$ cat src/rtl/column_cursor_ctrl.sv
// column_cursor_ctrl
//   Front-panel input handler for the Connect4 board. Synchronizes and
//   debounces three active-low push buttons, moves a wrapping column cursor
//   (with auto-repeat on left/right), and issues a four-phase req/ack drop
//   request carrying the cursor column and the current player.
//
// Ports:
//   clk, rst          - system clock, asynchronous active-high reset
//   btn_left_n        - raw left button, active-low, asynchronous
//   btn_right_n       - raw right button, active-low, asynchronous
//   btn_drop_n        - raw drop button, active-low, asynchronous
//   player            - current player, latched when a drop request issues
//   col               - current cursor column (0..NUM_COLS-1)
//   drop_req          - drop request, held until drop_ack is seen
//   drop_col          - column latched for the pending drop
//   drop_player       - player latched for the pending drop
//   drop_ack          - four-phase acknowledge from board logic
//   busy              - high whenever the drop handshake is not idle
module column_cursor_ctrl #(
  parameter int unsigned DEBOUNCE_CYCLES = 500_000,
  parameter int unsigned REPEAT_CYCLES   = 50_000_000,
  parameter int unsigned NUM_COLS        = 7,
  parameter int unsigned COL_W           = 3
) (
  input  logic             clk,
  input  logic             rst,
  input  logic             btn_left_n,
  input  logic             btn_right_n,
  input  logic             btn_drop_n,
  input  logic             player,
  output logic [COL_W-1:0] col,
  output logic             drop_req,
  output logic [COL_W-1:0] drop_col,
  output logic             drop_player,
  input  logic             drop_ack,
  output logic             busy
);

  localparam int unsigned DB_W = $clog2(DEBOUNCE_CYCLES + 1);
  localparam int unsigned RP_W = $clog2(REPEAT_CYCLES + 1);

  typedef enum logic [1:0] {IDLE, REQ, WAIT_RELEASE} state_t;

  // Button index: 0 = left, 1 = right, 2 = drop
  logic [2:0]      raw;
  logic [2:0]      sync1_q, sync2_q;
  logic [2:0]      db_q, db_d, db_prev_q;
  logic [DB_W-1:0] db_cnt_q [3];
  logic [DB_W-1:0] db_cnt_d [3];
  logic [RP_W-1:0] rep_cnt_q [2];
  logic [RP_W-1:0] rep_cnt_d [2];
  logic [2:0]      press;
  logic [1:0]      rep_ev;
  logic            left_ev, right_ev, drop_ev;

  state_t          state_q, state_d;
  logic [COL_W-1:0] col_q, col_d;
  logic [COL_W-1:0] drop_col_q, drop_col_d;
  logic            drop_player_q, drop_player_d;

  assign raw = {btn_drop_n, btn_right_n, btn_left_n};

  // Debounce: counter runs only while synced level disagrees with the
  // debounced level; any agreement restarts the count.
  always_comb begin
    db_d = db_q;
    for (int unsigned i = 0; i < 3; i++) begin
      db_cnt_d[i] = '0;
      if (sync2_q[i] != db_q[i]) begin
        if (db_cnt_q[i] == DB_W'(DEBOUNCE_CYCLES - 1)) begin
          db_d[i] = sync2_q[i];
        end else begin
          db_cnt_d[i] = db_cnt_q[i] + DB_W'(1);
        end
      end
    end
  end

  assign press = db_prev_q & ~db_q;

  // Repeat counter is held at zero on the press cycle and while released,
  // so the first repeat lands exactly REPEAT_CYCLES after the press event.
  always_comb begin
    for (int unsigned i = 0; i < 2; i++) begin
      rep_cnt_d[i] = '0;
      rep_ev[i]    = 1'b0;
      if (!db_q[i] && !press[i]) begin
        if (rep_cnt_q[i] == RP_W'(REPEAT_CYCLES - 1)) begin
          rep_ev[i] = 1'b1;
        end else begin
          rep_cnt_d[i] = rep_cnt_q[i] + RP_W'(1);
        end
      end
    end
  end

  assign left_ev  = press[0] | rep_ev[0];
  assign right_ev = press[1] | rep_ev[1];
  assign drop_ev  = press[2];

  always_ff @(posedge clk or posedge rst) begin
    if (rst) begin
      sync1_q   <= '1;
      sync2_q   <= '1;
      db_q      <= '1;
      db_prev_q <= '1;
      for (int unsigned i = 0; i < 3; i++) db_cnt_q[i] <= '0;
      for (int unsigned i = 0; i < 2; i++) rep_cnt_q[i] <= '0;
    end else begin
      sync1_q   <= raw;
      sync2_q   <= sync1_q;
      db_q      <= db_d;
      db_prev_q <= db_q;
      for (int unsigned i = 0; i < 3; i++) db_cnt_q[i] <= db_cnt_d[i];
      for (int unsigned i = 0; i < 2; i++) rep_cnt_q[i] <= rep_cnt_d[i];
    end
  end

  // Cursor moves only in IDLE; a same-cycle drop takes priority and
  // latches the pre-move column.
  always_comb begin
    state_d       = state_q;
    col_d         = col_q;
    drop_col_d    = drop_col_q;
    drop_player_d = drop_player_q;
    case (state_q)
      IDLE: begin
        if (drop_ev) begin
          drop_col_d    = col_q;
          drop_player_d = player;
          state_d       = REQ;
        end else if (left_ev && !right_ev) begin
          col_d = (col_q == '0) ? COL_W'(NUM_COLS - 1) : col_q - COL_W'(1);
        end else if (right_ev && !left_ev) begin
          col_d = (col_q == COL_W'(NUM_COLS - 1)) ? '0 : col_q + COL_W'(1);
        end
      end
      REQ: begin
        if (drop_ack) state_d = WAIT_RELEASE;
      end
      WAIT_RELEASE: begin
        if (!drop_ack) state_d = IDLE;
      end
      default: state_d = IDLE;
    endcase
  end

  always_ff @(posedge clk or posedge rst) begin
    if (rst) begin
      state_q       <= IDLE;
      col_q         <= COL_W'(NUM_COLS / 2);
      drop_col_q    <= '0;
      drop_player_q <= 1'b0;
    end else begin
      state_q       <= state_d;
      col_q         <= col_d;
      drop_col_q    <= drop_col_d;
      drop_player_q <= drop_player_d;
    end
  end

  assign col         = col_q;
  assign drop_col    = drop_col_q;
  assign drop_player = drop_player_q;
  assign drop_req    = (state_q == REQ);
  assign busy        = (state_q != IDLE);

endmodule

$ cat config.mk
export PLATFORM = sky130hd
export DESIGN_NAME = column_cursor_ctrl
export DESIGN_NICKNAME = d
export VERILOG_FILES = /design/src/rtl/column_cursor_ctrl.sv
export SDC_FILE = /design/constraint.sdc
export NUM_CORES = 1
export LEC_CHECK = 0
export BUFFER_PORTS_ARGS = -buffer_cell sky130_fd_sc_hd__buf_2
export CELL_PAD_IN_SITES_DETAIL_PLACEMENT = 0
export CELL_PAD_IN_SITES_GLOBAL_PLACEMENT = 1
export CORE_MARGIN = 2
export CORE_UTILIZATION = 35
export CTS_BUF_LIST = sky130_fd_sc_hd__clkbuf_2
export CTS_CLUSTER_DIAMETER = 50
export DETAILED_ROUTE_END_ITERATION = 7
export GPL_ROUTABILITY_DRIVEN = 0
export HOLD_SLACK_MARGIN = 0.08
export PLACE_DENSITY = 0.67
export SYNTH_ARGS = -nofsm -noshare
export SYNTH_HDL_FRONTEND = slang
export SYNTH_SLANG_ARGS = --single-unit
$ cat constraint.sdc
create_clock -name clk -period 4.4 [get_ports clk]
set_input_delay 0.22 -clock clk [delete_from_list [all_inputs] [get_ports clk]]
set_output_delay 0.22 -clock clk [all_outputs]
set_load 0.005 [all_outputs]
* After elaboration in Yosys (flattened, before gate mapping)
Index checks and enable logic that the tools add are counted.
Storage, ports and cells: register bits after elaboration 130, input bits 7, output and inout port bits 9, word-level logic and storage cells 83
Cells by class: $add $sub $neg 7, eq/ne operators 14, multiplexer cells 22, bitwise gates (word level) 5, reductions and logical operators 20
Operator list (number):
- 19-bit 2-to-1 mux | 6
- 26-bit 2-to-1 mux | 4
- 19-bit by 1-bit adder with 19-bit output (second input constant) | 3
- 19-bit == test (second input constant) | 3
- 26-bit by 1-bit adder with 26-bit output (second input constant) | 2
- 26-bit == test (second input constant) | 2
- 3-bit 2-to-1 mux | 4
- 2-bit AND reduction | 4
- 1-bit logical NOT | 6
- 2-bit 2-to-1 mux | 3
- 2-bit one-hot mux with 3 select lines | 1
- 3-bit AND reduction | 2
- 1-bit logical AND | 4
- 1-bit 2-to-1 mux | 4
- 2-bit != test (second input constant) | 2
- 2-bit nonzero test | 2
- 3-bit by 1-bit adder with 3-bit output (second input constant) | 1
- 3-bit AND | 1
- 3-bit == test (second input constant) | 1
- 3-bit logical NOT | 1
- 1-bit != test | 3
- 3-bit NOT | 1
- 3-bit by 1-bit subtractor with 3-bit output (second input constant) | 1
- 2-bit by 1-bit == test with 1-bit output (second input constant) | 1
- other kinds (5) | 6

* Longest topological paths before layout
Gate-level depths: netlist (run 1).
depth after elaboration 10, gate-level depth with buffers 10, gate-level depth less buffers 10

* Worst setup path after synthesis (run 1)
No wires, ideal clock.
path kind flip-flop to flip-flop, from register rep_cnt_q[26] (netlist bit), to register col_q[2], in the netlist col[2], library setup time 0.118 ns, data arrival time 2.249 ns, data required time 4.282 ns, path slack 2.033 ns, cell stages (with the launch flop) 10, path buffers 0, period minus slack after synthesis 2.367 ns, path through dfrtp_1 -> ha_1 -> and3_1 -> nand2_1 -> nor3_1 -> o21ba_2 -> ha_1 -> a211o_1 -> a221o_1 -> a21o_1
Between the ends: word-level cells in the longest chain between the ends 8, elaborated cells on any way between the ends 10, those cells by class eq/ne (1); mux (3); bitwise (1); reduce/logical (5)
Ends and longest elaborated chain:
- start, declared | RTL line 50 | logic [RP_W-1:0] rep_cnt_q [2];
- 26-bit == test * | RTL line 88 | if (rep_cnt_q[i] == RP_W'(REPEAT_CYCLES - 1)) begin
- 1-bit 2-to-1 mux * | RTL line 88
- 1-bit 2-to-1 mux * | RTL line 87 | if (!db_q[i] && !press[i]) begin
- 1-bit bitwise OR * | RTL line 97 | assign left_ev = press[0] | rep_ev[0];
- 1-bit logical NOT | RTL line 134 | end else if (right_ev && !left_ev) begin
- 1-bit logical AND | RTL line 134
- 2-bit nonzero test (no line)
- 3-bit AND reduction (no line)
- end signal, assigned | RTL line 151 | col_q <= COL_W'(NUM_COLS / 2);
- end signal, assigned | RTL line 156 | col_q <= col_d;
- end, declared | RTL line 57 | logic [COL_W-1:0] col_q, col_d;
Every way passes the cells marked *; elsewhere a longest branch is shown, timed or not. A chain may end at the register's enable or synchronous reset.

* Worst setup path in the final report (run 1)
from register rep_cnt_q[40] (netlist bit), to register col_q[2], in the netlist col[2]
The elaborated chain is that of the path after synthesis.

==> impl_metrics.py, run 1 <==
metrics = {
    "status": {
        "outcome": "complete, no violations",
    },
    "sta": {
        "finalHoldViolations": 0,
        "tns_ns": 0,
        "clock_skew_ns": 0.0375,
        "setup_viol": 0,
        "min_period_ns": 2.65,
        "rsz0062_at_grt": "no",
        "whs_ns": 0.155,
        "fmax_ghz": 0.378,
        "tightest_slew_ns": 1.02,
        "slew_violations": 0,
        "relSlewSlack": 0.315,
        "period_share": 0.601,
    },
    "route": {
        "route.met3.wl_um": 374,
        "dr_wl_met2_um": 6230,
        "vias": 4926,
        "wl_um": 13100,
        "drtIter0Drc": 267,
        "wl_met1_um": 6320,
        "drc": 0,
        "topRoutingLayerUsed": "met4",
        "ant_nets": 0,
        "vias_per_cell": 5.33,
        "wl_per_cell_um": 14.1,
        "dr.pass1.iters": 4,
    },
    "power": {
        "power.leakage_nw": 2.81,
        "peakVddDrop_mv": 0.148,
        "p_sw_frac": 0.261,
        "clkPwrFrac": 0.342,
        "p_int_mw": 1.43,
        "switchingPower_uw": 507,
        "pwr-share-comb": 0.030,
        "power.density_mw_per_mm2": 273,
        "p_seq_frac": 0.628,
    },
    "synthesis": {
        "yosysSeqAreaShare": 0.505,
        "synth_seq_cells": 130,
        "yosys_warnings": 0,
        "syn_avg_cell_area_um2": 9.94,
        "async_flop_share": 1.00,
        "yosysUniqueCellTypes": 51,
        "synth_edf_count": 0,
        "syn-cell-area_mm2": 0.00647,
        "synth_nets": 669,
        "synth_cells": 651,
        "synthFlopType": "dfrtp_1",
    },
    "hold_path": {
        "holdCritPathClass": "input port to asynchronous set/reset pin",
    },
    "placed_design": {
        "dp_cells": 882,
        "place_area_mm2": 0.00679,
        "dpl.hpwl_um": 8780,
        "port_buffers": 15,
    },
    "die": {
        "initial_utilization": 0.359,
        "die_area_mm2": 0.0196,
        "rows": 49,
        "die_w_um": 140,
        "core_area_mm2": 0.0180,
        "die_y_um": 140,
        "pin_count": 16,
    },
    "worst_setup_path": {
        "r2r_setup_slack_ns": 1.75,
        "r2r_end": "col[2]$_DFFE_PP0P_",
        "critPathMaxFanout": 6,
        "crit_path_end_kind": "register",
        "arrival_ns": 3.28,
        "rr_worst_depth": 8,
        "critical_path_class": "register to register",
        "crit_required_ns": 5.03,
        "r2r-start": "rep_cnt_q[40]$_DFF_PP0_",
        "start_kind": "register",
    },
    "clock_network": {
        "clk_path_buf_depth": 2,
        "cts_buffers": 17,
        "cts_setup_buffers": 0,
        "cts_tree": "done",
        "clk_latency_ns": 0.69,
        "cts.reportedPaths.clkPinSlew_ns": 0.20,
        "clockRootBuffer": "clkbuf_2",
        "htree_num_levels": 4,
        "clkSinkCount": 130,
    },
    "cells_and_area": {
        "stdcell_count": 925,
        "syn2layout_area_growth_pct": 9.57,
        "nNetsFinal": 699,
        "fin_area_mm2": 0.00709,
        "final_common_cell": "dfrtp_1",
        "drive_gt1_frac": 0.134,
        "final_cell_mix": "116 x dfrtp_1, 82 x nor2_1, 39 x a21oi_1",
    },
    "global_routing": {
        "grt_usage": 0.143,
        "overflow": 0,
        "antenna_found_initial": 1,
        "grt_pass1_vias": 4930,
        "grt_max_degree": 57,
        "grt_first_pass_wirelength_um": 23200,
    },
    "job": {
        "maxCapViolCount": 0,
    },
}
[worst max path at each step]
stage	from	end	slack, ns	cells past startpoint
after global routing	rep_cnt_q[0]$_DFF_PP0_	col[2]$_DFFE_PP0P_	1.59	9
after global placement	rep_cnt_q[40]$_DFF_PP0_	col[2]$_DFFE_PP0P_	1.83	8
after detailed placement	rep_cnt_q[40]$_DFF_PP0_	col[2]$_DFFE_PP0P_	1.75	8
final	rep_cnt_q[40]$_DFF_PP0_	col[2]$_DFFE_PP0P_	1.75	8
after floorplan	rst	col[2]$_DFFE_PP0P_	0.73	1
after CTS	rep_cnt_q[40]$_DFF_PP0_	col[2]$_DFFE_PP0P_	1.74	8
[critical path: stages (launching register included)]
cell and delay (ns):
dfrtp_1 0.46, nand4_1 0.20, or3_1 0.48, nor3_1 0.23, o21ba_2 0.17, ha_1 0.22, a211o_1 0.34, a2111oi_0 0.40
a21o_1 0.13
[state kept, by name (all words and copies together) (netlist names)]
| signal | flops |
|---|---|
| col | 3 |
| db_cnt_q | 57 |
| db_prev_q | 3 |
| db_q | 3 |
| drop_col | 3 |
| drop_player | 1 |
| rep_cnt_q | 52 |
| state_q | 2 |
| sync1_q | 3 |
| sync2_q | 3 |
[stage by stage]
| stage | utilization | setup slack [ns] | power [mW] |
|---|---|---|---|
| after floorplan | - | 0.734 | 1.27 |
| after global routing | 0.393 | 1.59 | 2.05 |
| after CTS | 0.393 | 1.74 | 1.98 |
| after detailed placement | 0.377 | 1.75 | 1.29 |
| after global placement | 0.377 | 1.83 | 1.29 |
| final | 0.393 | 1.75 | 1.94 |
[cells in the mapped netlist (all sizes together), types with 11 or more instances]
master    n  area, µm²
a21oi    41        213
nor4     13       81.3
nor3     13       65.1
dfrtp   116       2900
or3      21        131
xnor2    35        307
nand4    32        200
inv      24       90.1
nand2    38        143
nand3    36        190
or4      27        218
and3     12       75.1
ha       11        138
nor2     82        308
xor2     27        236
o31ai    25        211
dfstp    14        368
clkbuf   12       46.3
o21ai    20        111
[cell families (layout without fill, tap and decap cells)]
group                    after synthesis  count (layout)  share of synthesized area
flip-flops                           130             130                      0.505
AO/OA/AOI/OAI                         97              97                     0.0973
other                                  0               2                          0
AND/OR/NAND/NOR                      301             301                      0.251
buffers and inverters                 42              85                     0.0271
multiplexers                           8               8                     0.0137
XOR/XNOR                              62              62                     0.0839
adder cells (fa/ha/maj)               11              11                     0.0213
[per-layer routing]
| metal | global-route usage | vias up |
|---|---|---|
| li1 | - | 2412 |
| met2 | 0.232 | 71 |
| met3 | 0.0421 | 9 |
| met1 | 0.184 | 2434 |
| met4 | 0.0500 | 0 |
| met5 | 0 | - |
[area by class of cell]
class                      instances  area [µm²]
clock buffer                      19        95.1
sequential                       130        3270
timing repair buffer              29         203
fill                            1851       10900
tap                              229         287
clock inverter                    13         113
multi-input combinational        479        3030
inverter                          24        92.6
antenna                            2        5.00
[repair_timing]
item                                   CTS  global route
hold buffers                             9             0
gates resized for setup                  0             0
endpoints found under the hold margin   60             0
[power by group through the flow]
stage	logic [mW]	registers [mW]	clock network, mW
after floorplan	0.0381	1.24	0
after global placement	0.0539	1.24	0
after detailed placement	0.0559	1.24	0
after CTS	0.0623	1.22	0.704
after global routing	0.0696	1.22	0.763
final	0.0587	1.22	0.663
(Power assumes the default switching activity.)
==> run 2: changes to the inputs <==
Settings changed: PLACE_DENSITY 0.67 to 0.69.
Clock period 4.4 ns to 2.3 ns, I/O delays scaled along.
==> impl_metrics.py, run 2 (same netlist as run 1, synthesis figures left out) <==
metrics = {
    "die": {
        "initial_utilization": 0.359,
        "core_area_mm2": 0.0180,
        "die_y_um": 140,
        "die_w_um": 140,
        "rows": 49,
        "pin_count": 16,
        "die_area_mm2": 0.0196,
    },
    "worst_setup_path": {
        "start_kind": "register",
        "r2r-start": "rep_cnt_q[38]$_DFF_PP0_",
        "crit_start": "rep_cnt_q[38]$_DFF_PP0_",
        "arrival_ns": 2.86,
        "crit_path_end_kind": "register",
        "critical_path_class": "register to register",
        "critPathMaxFanout": 3,
        "crit_required_ns": 2.89,
    },
    "power": {
        "power.leakage_nw": 3.12,
        "peakVddDrop_mv": 0.254,
        "power.density_mw_per_mm2": 464,
    },
    "route": {
        "vias_per_cell": 5.18,
        "wl_per_cell_um": 13.9,
        "dr.pass1.iters": 4,
        "drc": 0,
        "wl_um": 13600,
        "drtIter0Drc": 297,
        "vias": 5095,
        "ant_nets": 0,
    },
    "sta": {
        "period_share": 0.987,
        "clock_skew_ns": 0.0246,
        "finalHoldViolations": 0,
        "relSlewSlack": 0.478,
        "rsz0062_at_grt": "yes",
        "fmax_ghz": 0.440,
        "tightest_slew_ns": 0.783,
        "slew_violations": 0,
        "tns_ns": 0,
        "min_period_ns": 2.27,
        "setup_viol": 0,
    },
    "clock_network": {
        "cts_buffers": 17,
        "clockRootBuffer": "clkbuf_2",
        "clkSinkCount": 130,
        "cts_tree": "done",
        "clk_latency_ns": 0.68,
        "clk_path_buf_depth": 2,
        "cts.reportedPaths.clkPinSlew_ns": 0.18,
        "htree_num_levels": 4,
    },
    "global_routing": {
        "grt_pass1_vias": 5141,
        "antenna_found_initial": 1,
        "grt_usage": 0.146,
        "grt_first_pass_wirelength_um": 23800,
        "grt_max_degree": 131,
        "overflow": 0,
    },
    "placed_design": {
        "place_area_mm2": 0.00722,
        "port_buffers": 15,
        "dpl.hpwl_um": 9170,
    },
    "status": {
        "outcome": "complete, no violations",
    },
    "cells_and_area": {
        "final_common_cell": "dfrtp_1",
        "postLayoutCoreUtil": 0.419,
        "top_regs": "db_cnt_q (57), rep_cnt_q (52)",
        "fillCellCount": 1800,
        "syn2layout_area_growth_pct": 16.8,
        "largest_reg_flops": 57,
        "final_cell_mix": "116 x dfrtp_1, 82 x nor2_1, 61 x buf_4",
        "drive_gt1_frac": 0.207,
        "nNetsFinal": 758,
        "largest-register": "db_cnt_q",
        "fin_area_mm2": 0.00756,
    },
    "hold_path": {
        "holdCritPathClass": "input port to asynchronous set/reset pin",
    },
    "job": {
        "maxCapViolCount": 0,
    },
}
run 2: layer usage:
metal / track usage / vias up / part of all wire
met4: 0.0553 / 0 / 0.017
met3: 0.0318 / 15 / 0.020
met2: 0.236 / 53 / 0.48
li1: - / 2533 / -
met5: 0 / - / 0
met1: 0.193 / 2494 / 0.48
run 2: critical path, cell delays in order, from the launching register on:
cell     delay (ns)
dfrtp_1        0.39
nand4_1        0.17
or3_4          0.38
nor3_2         0.16
o21ba_2        0.15
ha_1           0.22
a211o_1        0.27
a221o_1        0.27
a21o_1         0.18
run 2: where the power goes:
group | total [mW] | switching, mW | internal [mW]
Sequential | 2.33 | 0.0165 | 2.31
Combinational | 0.119 | 0.0796 | 0.0399
Clock | 1.06 | 0.785 | 0.274
run 2: worst paths after layout:
kind / to / slack (ns) / cells past startpoint
setup / recovery: col[2]$_DFFE_PP0P_ / 0.03 / 8
hold / removal: rep_cnt_q[46]$_DFF_PP0_ / 0.09 / 4
setup reg to reg: col[2]$_DFFE_PP0P_ / 0.03 / 8
hold reg to reg: sync2_q[1]$_DFF_PP1_ / 0.37 / 0
max in group asynchronous: db_cnt_q[29]$_DFF_PP0_ / 1.55 / 4
min in group clk: drop_player$_DFFE_PP0P_ / 0.22 / 3
run 2: cell type report:
type	instances	area [µm²]	share of cell area
repair buffers	88	673	0.0890
multi-input cells	479	3080	0.407
clock inverters	10	43.8	0.00579
diodes	1	2.50	0.000331
clock buffers	22	110	0.0146
well taps	229	287	0.0379
inverters	24	93.8	0.0124
flip-flops and latches	130	3270	0.433
run 2: stage by stage:
step	worst slack, ns	cells	power [mW]	hold slack, ns
global route	-0.0802	983	3.69	0.111
finish	0.0291	983	3.51	0.0934
detailed placement	-0.0211	935	2.48	0.224
global placement	0.0161	935	2.48	0.222
floorplan	0.0191	651	2.44	0.119
CTS	0.00960	979	3.59	0.127
run 2: what timing repair did:
action	4_1_cts	5_1_grt
pin swaps	2	5
hold buffers	10	0
setup endpoints to repair	2	3
setup buffers	2	3
gates resized for setup	4	6
endpoints found under the hold margin	136	0
